--- src/rtl/sram_pkg.sv ---
// Shared definitions for the SRAM request controller and the SRAM it drives.
package sram_pkg;

  localparam int SRAM_DATA_WIDTH = 8;
  localparam int SRAM_ADDR_WIDTH = 8;
  localparam int SRAM_DEPTH      = 256;

  typedef enum logic [2:0] {
    IDLE  = 3'd0,
    WRITE = 3'd1,
    READ  = 3'd2,
    CAPT  = 3'd3,
    RESP  = 3'd4
  } state_t;

endpackage

--- src/rtl/sram_req_ctrl_if.sv ---
// Request/response channels of the SRAM request controller.
// Handshake: a beat transfers on a rising edge where valid && ready; valid and
// its payload stay stable until that edge, and ready never depends on valid.
interface sram_req_ctrl_if #(
  parameter int DATA_WIDTH = sram_pkg::SRAM_DATA_WIDTH,
  parameter int ADDR_WIDTH = sram_pkg::SRAM_ADDR_WIDTH
) ();

  logic                  req_valid;
  logic                  req_ready;
  logic                  req_wr;
  logic [ADDR_WIDTH-1:0] req_addr;
  logic [DATA_WIDTH-1:0] req_wdata;

  logic                  rsp_valid;
  logic                  rsp_ready;
  logic [DATA_WIDTH-1:0] rsp_rdata;
  logic                  rsp_err;

  modport master (
    output req_valid, req_wr, req_addr, req_wdata, rsp_ready,
    input  req_ready, rsp_valid, rsp_rdata, rsp_err
  );

  modport slave (
    input  req_valid, req_wr, req_addr, req_wdata, rsp_ready,
    output req_ready, rsp_valid, rsp_rdata, rsp_err
  );

endinterface

--- src/rtl/sram_req_ctrl.sv ---
// Turns a valid/ready read/write request stream into registered SRAM strobes
// and returns read data on a valid/ready response channel.
module sram_req_ctrl
  import sram_pkg::*;
#(
  parameter int DATA_WIDTH = SRAM_DATA_WIDTH,
  parameter int ADDR_WIDTH = SRAM_ADDR_WIDTH,
  parameter int DEPTH      = SRAM_DEPTH
) (
  input  logic                  clk,
  input  logic                  rst,
  sram_req_ctrl_if.slave        bus,
  output logic                  mem_cs,
  output logic                  mem_wr,
  output logic                  mem_rd,
  output logic [ADDR_WIDTH-1:0] mem_addr,
  output logic [DATA_WIDTH-1:0] mem_wdata,
  input  logic [DATA_WIDTH-1:0] mem_rdata,
  output state_t                dbg_state
);

  // One extra bit so DEPTH == 2**ADDR_WIDTH still compares correctly.
  localparam logic [ADDR_WIDTH:0] DEPTH_LIM = (ADDR_WIDTH+1)'(DEPTH);

  state_t state_q, state_d;

  logic                  accept;
  logic                  in_range;
  logic                  mem_cs_d, mem_wr_d, mem_rd_d;
  logic [ADDR_WIDTH-1:0] mem_addr_d;
  logic [DATA_WIDTH-1:0] mem_wdata_d;
  logic [DATA_WIDTH-1:0] rsp_rdata_q, rsp_rdata_d;
  logic                  rsp_err_q, rsp_err_d;

  assign in_range = {1'b0, bus.req_addr} < DEPTH_LIM;
  assign accept   = bus.req_valid && (state_q == IDLE);

  always_ff @(posedge clk) begin
    if (rst) state_q <= IDLE;
    else     state_q <= state_d;
  end

  always_comb begin
    state_d = state_q;
    case (state_q)
      IDLE: begin
        if (accept) begin
          if (in_range)         state_d = bus.req_wr ? WRITE : READ;
          else if (!bus.req_wr) state_d = RESP;
        end
      end
      WRITE:   state_d = IDLE;
      READ:    state_d = CAPT;
      CAPT:    state_d = RESP;
      RESP:    if (bus.rsp_ready) state_d = IDLE;
      default: state_d = IDLE;
    endcase
  end

  always_comb begin
    bus.req_ready = (state_q == IDLE);
    bus.rsp_valid = (state_q == RESP);
    mem_cs_d      = 1'b0;
    mem_wr_d      = 1'b0;
    mem_rd_d      = 1'b0;
    mem_addr_d    = mem_addr;
    mem_wdata_d   = mem_wdata;
    rsp_rdata_d   = rsp_rdata_q;
    rsp_err_d     = rsp_err_q;
    case (state_q)
      IDLE: begin
        if (accept && in_range) begin
          mem_cs_d   = 1'b1;
          mem_addr_d = bus.req_addr;
          if (bus.req_wr) begin
            mem_wr_d    = 1'b1;
            mem_wdata_d = bus.req_wdata;
          end else begin
            mem_rd_d = 1'b1;
          end
        end else if (accept && !bus.req_wr) begin
          rsp_rdata_d = '0;
          rsp_err_d   = 1'b1;
        end
      end
      CAPT: begin
        rsp_rdata_d = mem_rdata;
        rsp_err_d   = 1'b0;
      end
      default: ;
    endcase
  end

  always_ff @(posedge clk) begin
    if (rst) begin
      mem_cs      <= 1'b0;
      mem_wr      <= 1'b0;
      mem_rd      <= 1'b0;
      mem_addr    <= '0;
      mem_wdata   <= '0;
      rsp_rdata_q <= '0;
      rsp_err_q   <= 1'b0;
    end else begin
      mem_cs      <= mem_cs_d;
      mem_wr      <= mem_wr_d;
      mem_rd      <= mem_rd_d;
      mem_addr    <= mem_addr_d;
      mem_wdata   <= mem_wdata_d;
      rsp_rdata_q <= rsp_rdata_d;
      rsp_err_q   <= rsp_err_d;
    end
  end

  assign bus.rsp_rdata = rsp_rdata_q;
  assign bus.rsp_err   = rsp_err_q;
  assign dbg_state     = state_q;

endmodule

--- src/flat_wrapper.sv ---
// flat-port wrapper written by rule: the top's interface ports become plain ports
module sram_req_ctrl_flat import sram_pkg::*;
#(
  parameter int DATA_WIDTH = SRAM_DATA_WIDTH,
  parameter int ADDR_WIDTH = SRAM_ADDR_WIDTH,
  parameter int DEPTH      = SRAM_DEPTH
)
  (clk, rst, mem_cs, mem_wr, mem_rd, mem_addr, mem_wdata, mem_rdata, dbg_state, bus_req_valid, bus_req_wr, bus_req_addr, bus_req_wdata, bus_rsp_ready, bus_req_ready, bus_rsp_valid, bus_rsp_rdata, bus_rsp_err);
  sram_req_ctrl_if #(.DATA_WIDTH(DATA_WIDTH), .ADDR_WIDTH(ADDR_WIDTH)) bus_i ();
  input  logic clk;
  input  logic rst;
  output logic mem_cs;
  output logic mem_wr;
  output logic mem_rd;
  output logic [ADDR_WIDTH-1:0] mem_addr;
  output logic [DATA_WIDTH-1:0] mem_wdata;
  input  logic [DATA_WIDTH-1:0] mem_rdata;
  output state_t dbg_state;
  input wire logic [$bits(bus_i.req_valid)-1:0] bus_req_valid;
  input wire logic [$bits(bus_i.req_wr)-1:0] bus_req_wr;
  input wire logic [$bits(bus_i.req_addr)-1:0] bus_req_addr;
  input wire logic [$bits(bus_i.req_wdata)-1:0] bus_req_wdata;
  input wire logic [$bits(bus_i.rsp_ready)-1:0] bus_rsp_ready;
  output wire logic [$bits(bus_i.req_ready)-1:0] bus_req_ready;
  output wire logic [$bits(bus_i.rsp_valid)-1:0] bus_rsp_valid;
  output wire logic [$bits(bus_i.rsp_rdata)-1:0] bus_rsp_rdata;
  output wire logic [$bits(bus_i.rsp_err)-1:0] bus_rsp_err;
  assign bus_i.req_valid = bus_req_valid;
  assign bus_i.req_wr = bus_req_wr;
  assign bus_i.req_addr = bus_req_addr;
  assign bus_i.req_wdata = bus_req_wdata;
  assign bus_i.rsp_ready = bus_rsp_ready;
  assign bus_req_ready = bus_i.req_ready;
  assign bus_rsp_valid = bus_i.rsp_valid;
  assign bus_rsp_rdata = bus_i.rsp_rdata;
  assign bus_rsp_err = bus_i.rsp_err;
  sram_req_ctrl #(.DATA_WIDTH(DATA_WIDTH), .ADDR_WIDTH(ADDR_WIDTH), .DEPTH(DEPTH)) u_core (.clk(clk), .rst(rst), .bus(bus_i), .mem_cs(mem_cs), .mem_wr(mem_wr), .mem_rd(mem_rd), .mem_addr(mem_addr), .mem_wdata(mem_wdata), .mem_rdata(mem_rdata), .dbg_state(dbg_state));
endmodule
--- config.mk ---
export PLATFORM = sky130hd
export DESIGN_NAME = sram_req_ctrl_flat
export DESIGN_NICKNAME = d
export VERILOG_FILES = /design/src/rtl/sram_pkg.sv /design/src/rtl/sram_req_ctrl_if.sv /design/src/rtl/sram_req_ctrl.sv /design/src/flat_wrapper.sv
export SDC_FILE = /design/constraint.sdc
export NUM_CORES = 1
export LEC_CHECK = 0
export ABC_AREA = 1
export CAP_MARGIN = 40
export CORE_MARGIN = 2
export CORE_UTILIZATION = 43
export CTS_BUF_LIST = sky130_fd_sc_hd__clkbuf_16
export DETAILED_ROUTE_END_ITERATION = 16
export MAX_ROUTING_LAYER = met4
export PLACE_DENSITY = 0.84
export SYNTH_ARGS = -nofsm -noshare
export SYNTH_HDL_FRONTEND = slang
export SYNTH_SLANG_ARGS = --single-unit
--- constraint.sdc ---
create_clock -name clk -period 2.45 [get_ports clk]
set_input_delay 0.3675 -clock clk [delete_from_list [all_inputs] [get_ports clk]]
set_output_delay 0.3675 -clock clk [all_outputs]
set_load 0.01 [all_outputs]
==> impl_metrics.toml <==
[clock_network]
post_cts_buffers = 0
cts_root_buf = "clkbuf_16"
holdBufCountCts = 0
cts_resized = 0
cts.sinks = 31
clock_latency_ns = 0.27
htreeDepth = 2
ctsLongestPathBuffers = 2
cts_tree = "done"
cts_buffers = 5
clk_pin_slew_ns = 0.05

[grt]
grt_use_met2_pct = 30.5
grt-ovfl-total = 0
grt_pass1_vias = 1123
grt_util_met3_pct = 6.37
grt_max_degree = 26
grtUsageTotal_pct = 19.3
antenna_found_initial = 0
busiest_layer = "met2"
met1_usage_pct = 22.1
grt_pass1_wl_um = 4770

[hold_path]
hold_start = "u_core.bus.rsp_err"
min_path_type = "register to register"
min_path_cells = 2
min_to = "u_core.bus.rsp_err"

[finish]
fillers = 234
drive_gt1_share_pct = 5.56
diodes = 0
seqCellArea_um2 = 621
num-nets-final = 280
multiInputGateArea_um2 = 477
syn_to_final_growth_pct = 60.5

[synth]
netlist.area_leader.share_pct = 48.9
ys_top_cells_by_area = "dfxtp_1 (49%), nand2_1 (13%), nor2_1 (13%), inv_1 (11%), o21ai_0 (3.5%)"
synth.distinct_cells = 18
synth_edf_count = 0
seq_area_frac_synth_pct = 48.9
ys.warnings.count = 0
syn_inst = 186
ys_top_cells_by_count = "nand2_1 (44), nor2_1 (44), inv_1 (38)"
synth_area_um2 = 1270
ys.flop_type = "dfxtp_1"
synth_top_area_cell = "dfxtp_1"
synth.net_count = 215
synthArstFlopShare_pct = 0
syn_area_per_cell_um2 = 6.83
ys_seq_elements = 31

[sta]
min_period_over_period_pct = 77.5
finalHoldViolCount = 0
maxSlewHeadroom_pct = 55.0
setup_tns_ns = 0
slew_viol_final = 0
fin_ws_ns = 0.551
rsz0062_at_grt = "no"
setup_violations = 0
fmaxAchievable_mhz = 527
skew_ns = 0.00512
period_needed_ns = 1.90
worst_pin_slew_ns = 0.674

[drt]
via_per_inst = 4.47
drt_iter0_markers = 52
drc_errors = 0
wl_per_cell_um = 10.5
first_pass_iters = 4
drtAntennaViolNets = 0
vias = 1266
wirelength_um = 2970

[die]
start_util_pct = 45.7
die-area_um2 = 3400
core_area_um2 = 2780
fp.dieW_um = 58.3
die_h_um = 58.3
io_pins = 62
rows = 19

[critical_path]
rrSetupSlack_ns = 1.23
arrival_ns = 1.53
start_kind = "register"
cp.required_ns = 2.08
worstSetupPathType = "register to output port"
crit_chain = "nor2_4 -> nand2_1 -> inv_2 -> clkdlybuf4s50_1"
worstSetupEndpointType = "output port"
crit_family = "buffers and inverters"
cp_slowest_cell = "clkdlybuf4s50_1"
max_stage_delay_ns = 0.53
r2r_start = "u_core.dbg_state[2]"
crit_path_max_fanout = 5
ff2ff_path_depth = 6
cp.buffers_inverters = 2
worst_r2r_endpoint = "u_core.mem_addr[4]"

[place]
portBuffers = 61
pre_cts_ws_ns = 0.600
gp_congestion = 0.755
dp_hpwl_um = 2120

[pwr]
vdd_drop_max_uv = 757
powerDensity_nw_per_um2 = 683
p_leak_nw = 0.976

[status]
status = "completed"

[job]
drv_cap = 0
==> through the flow <==
stage          hold WS (ns)  instance area, µm²  std cells  util [%]  power [mW]
2_1_floorplan         0.437                1270        186         -       0.697
3_3_place_gp          0.432                1900        275      68.3       0.833
3_5_place_dp          0.436                1900        275      68.3       0.837
4_1_cts               0.441                2040        283      73.3        1.41
5_1_grt               0.466                2040        283      73.3        1.46
6_report              0.439                2040        283      73.3        1.39
==> placed cells by master, fill, tap and decap left out <==
cell type	n
nor2_4	1
dfxtp_1	31
nor3_1	3
clkinv_2	1
nand2_1	44
a21oi_1	1
nand4_1	1
nor2_2	1
inv_1	40
nand4_4	1
clkdlybuf4s50_1	61
nor2_1	44
clkbuf_16	5
nand3_1	4
o21ai_0	9
inv_2	3
nand2_2	1
nand3_2	1
==> worst register-to-register path, stage by stage, from the launching register on <==
cell,delay [ns]
dfxtp_1,0.35
nor2_4,0.19
nand2_1,0.11
nor2_2,0.26
nand2_1,0.09
nand2_1,0.07
nor2_1,0.05
==> how the worst max path moves through the flow <==
stage	startpoint	endpoint	slack (ns)	depth (start not counted)
finish	u_core.dbg_state[2]	bus_req_ready	0.55	4
global route	u_core.dbg_state[2]	bus_rsp_valid	0.46	3
detailed placement	rst	u_core.bus.rsp_rdata[1]	0.60	4
floorplan	u_core.dbg_state[2]	bus_rsp_valid	1.27	2
CTS	u_core.dbg_state[2]	bus_req_ready	0.55	4
global placement	rst	u_core.bus.rsp_rdata[3]	0.65	4
==> state kept, by name, indices dropped and copies added (netlist names) <==
name                  count
u_core.bus.rsp_err        1
u_core.bus.rsp_rdata      8
u_core.dbg_state          3
u_core.mem_addr           8
u_core.mem_cs             1
u_core.mem_rd             1
u_core.mem_wdata          8
u_core.mem_wr             1
==> report_power, final <==
group | internal [mW] | switching, mW | leakage [nW] | total (mW)
logic | 0.142 | 0.123 | 0.646 | 0.265
registers | 0.542 | 0.0218 | 0.254 | 0.563
clock network | 0.365 | 0.199 | 0.0762 | 0.564
total | 1.05 | 0.344 | 0.976 | 1.39
==> metal layers <==
| metal | wire length [µm] | part of all wire [%] |
|---|---|---|
| met5 | 0 | 0 |
| met4 | 61 | 2.1 |
| met3 | 217 | 7.3 |
| met2 | 1440 | 49 |
| met1 | 1250 | 42 |
==> kinds of logic (layout without fill, tap and decap cells) <==
family	count (synthesis)	after routing	share of synthesized area, %
AOI/OAI and AO/OA	10	10	3.94
buffers and inverters	44	110	13.6
DFF	31	31	48.9
and+or+nand+nor	101	101	33.6
==> area by class of cell <==
| cell class | instances | share of cell area, % |
|---|---|---|
| clock inverters | 3 | 0.614 |
| well taps | 31 | 1.90 |
| multi-input cells | 111 | 23.4 |
| inverters | 41 | 7.55 |
| repair buffers | 61 | 30.0 |
| flip-flops and latches | 31 | 30.4 |
| clock buffers | 5 | 6.14 |
Power figures use the tool's default switching activity.
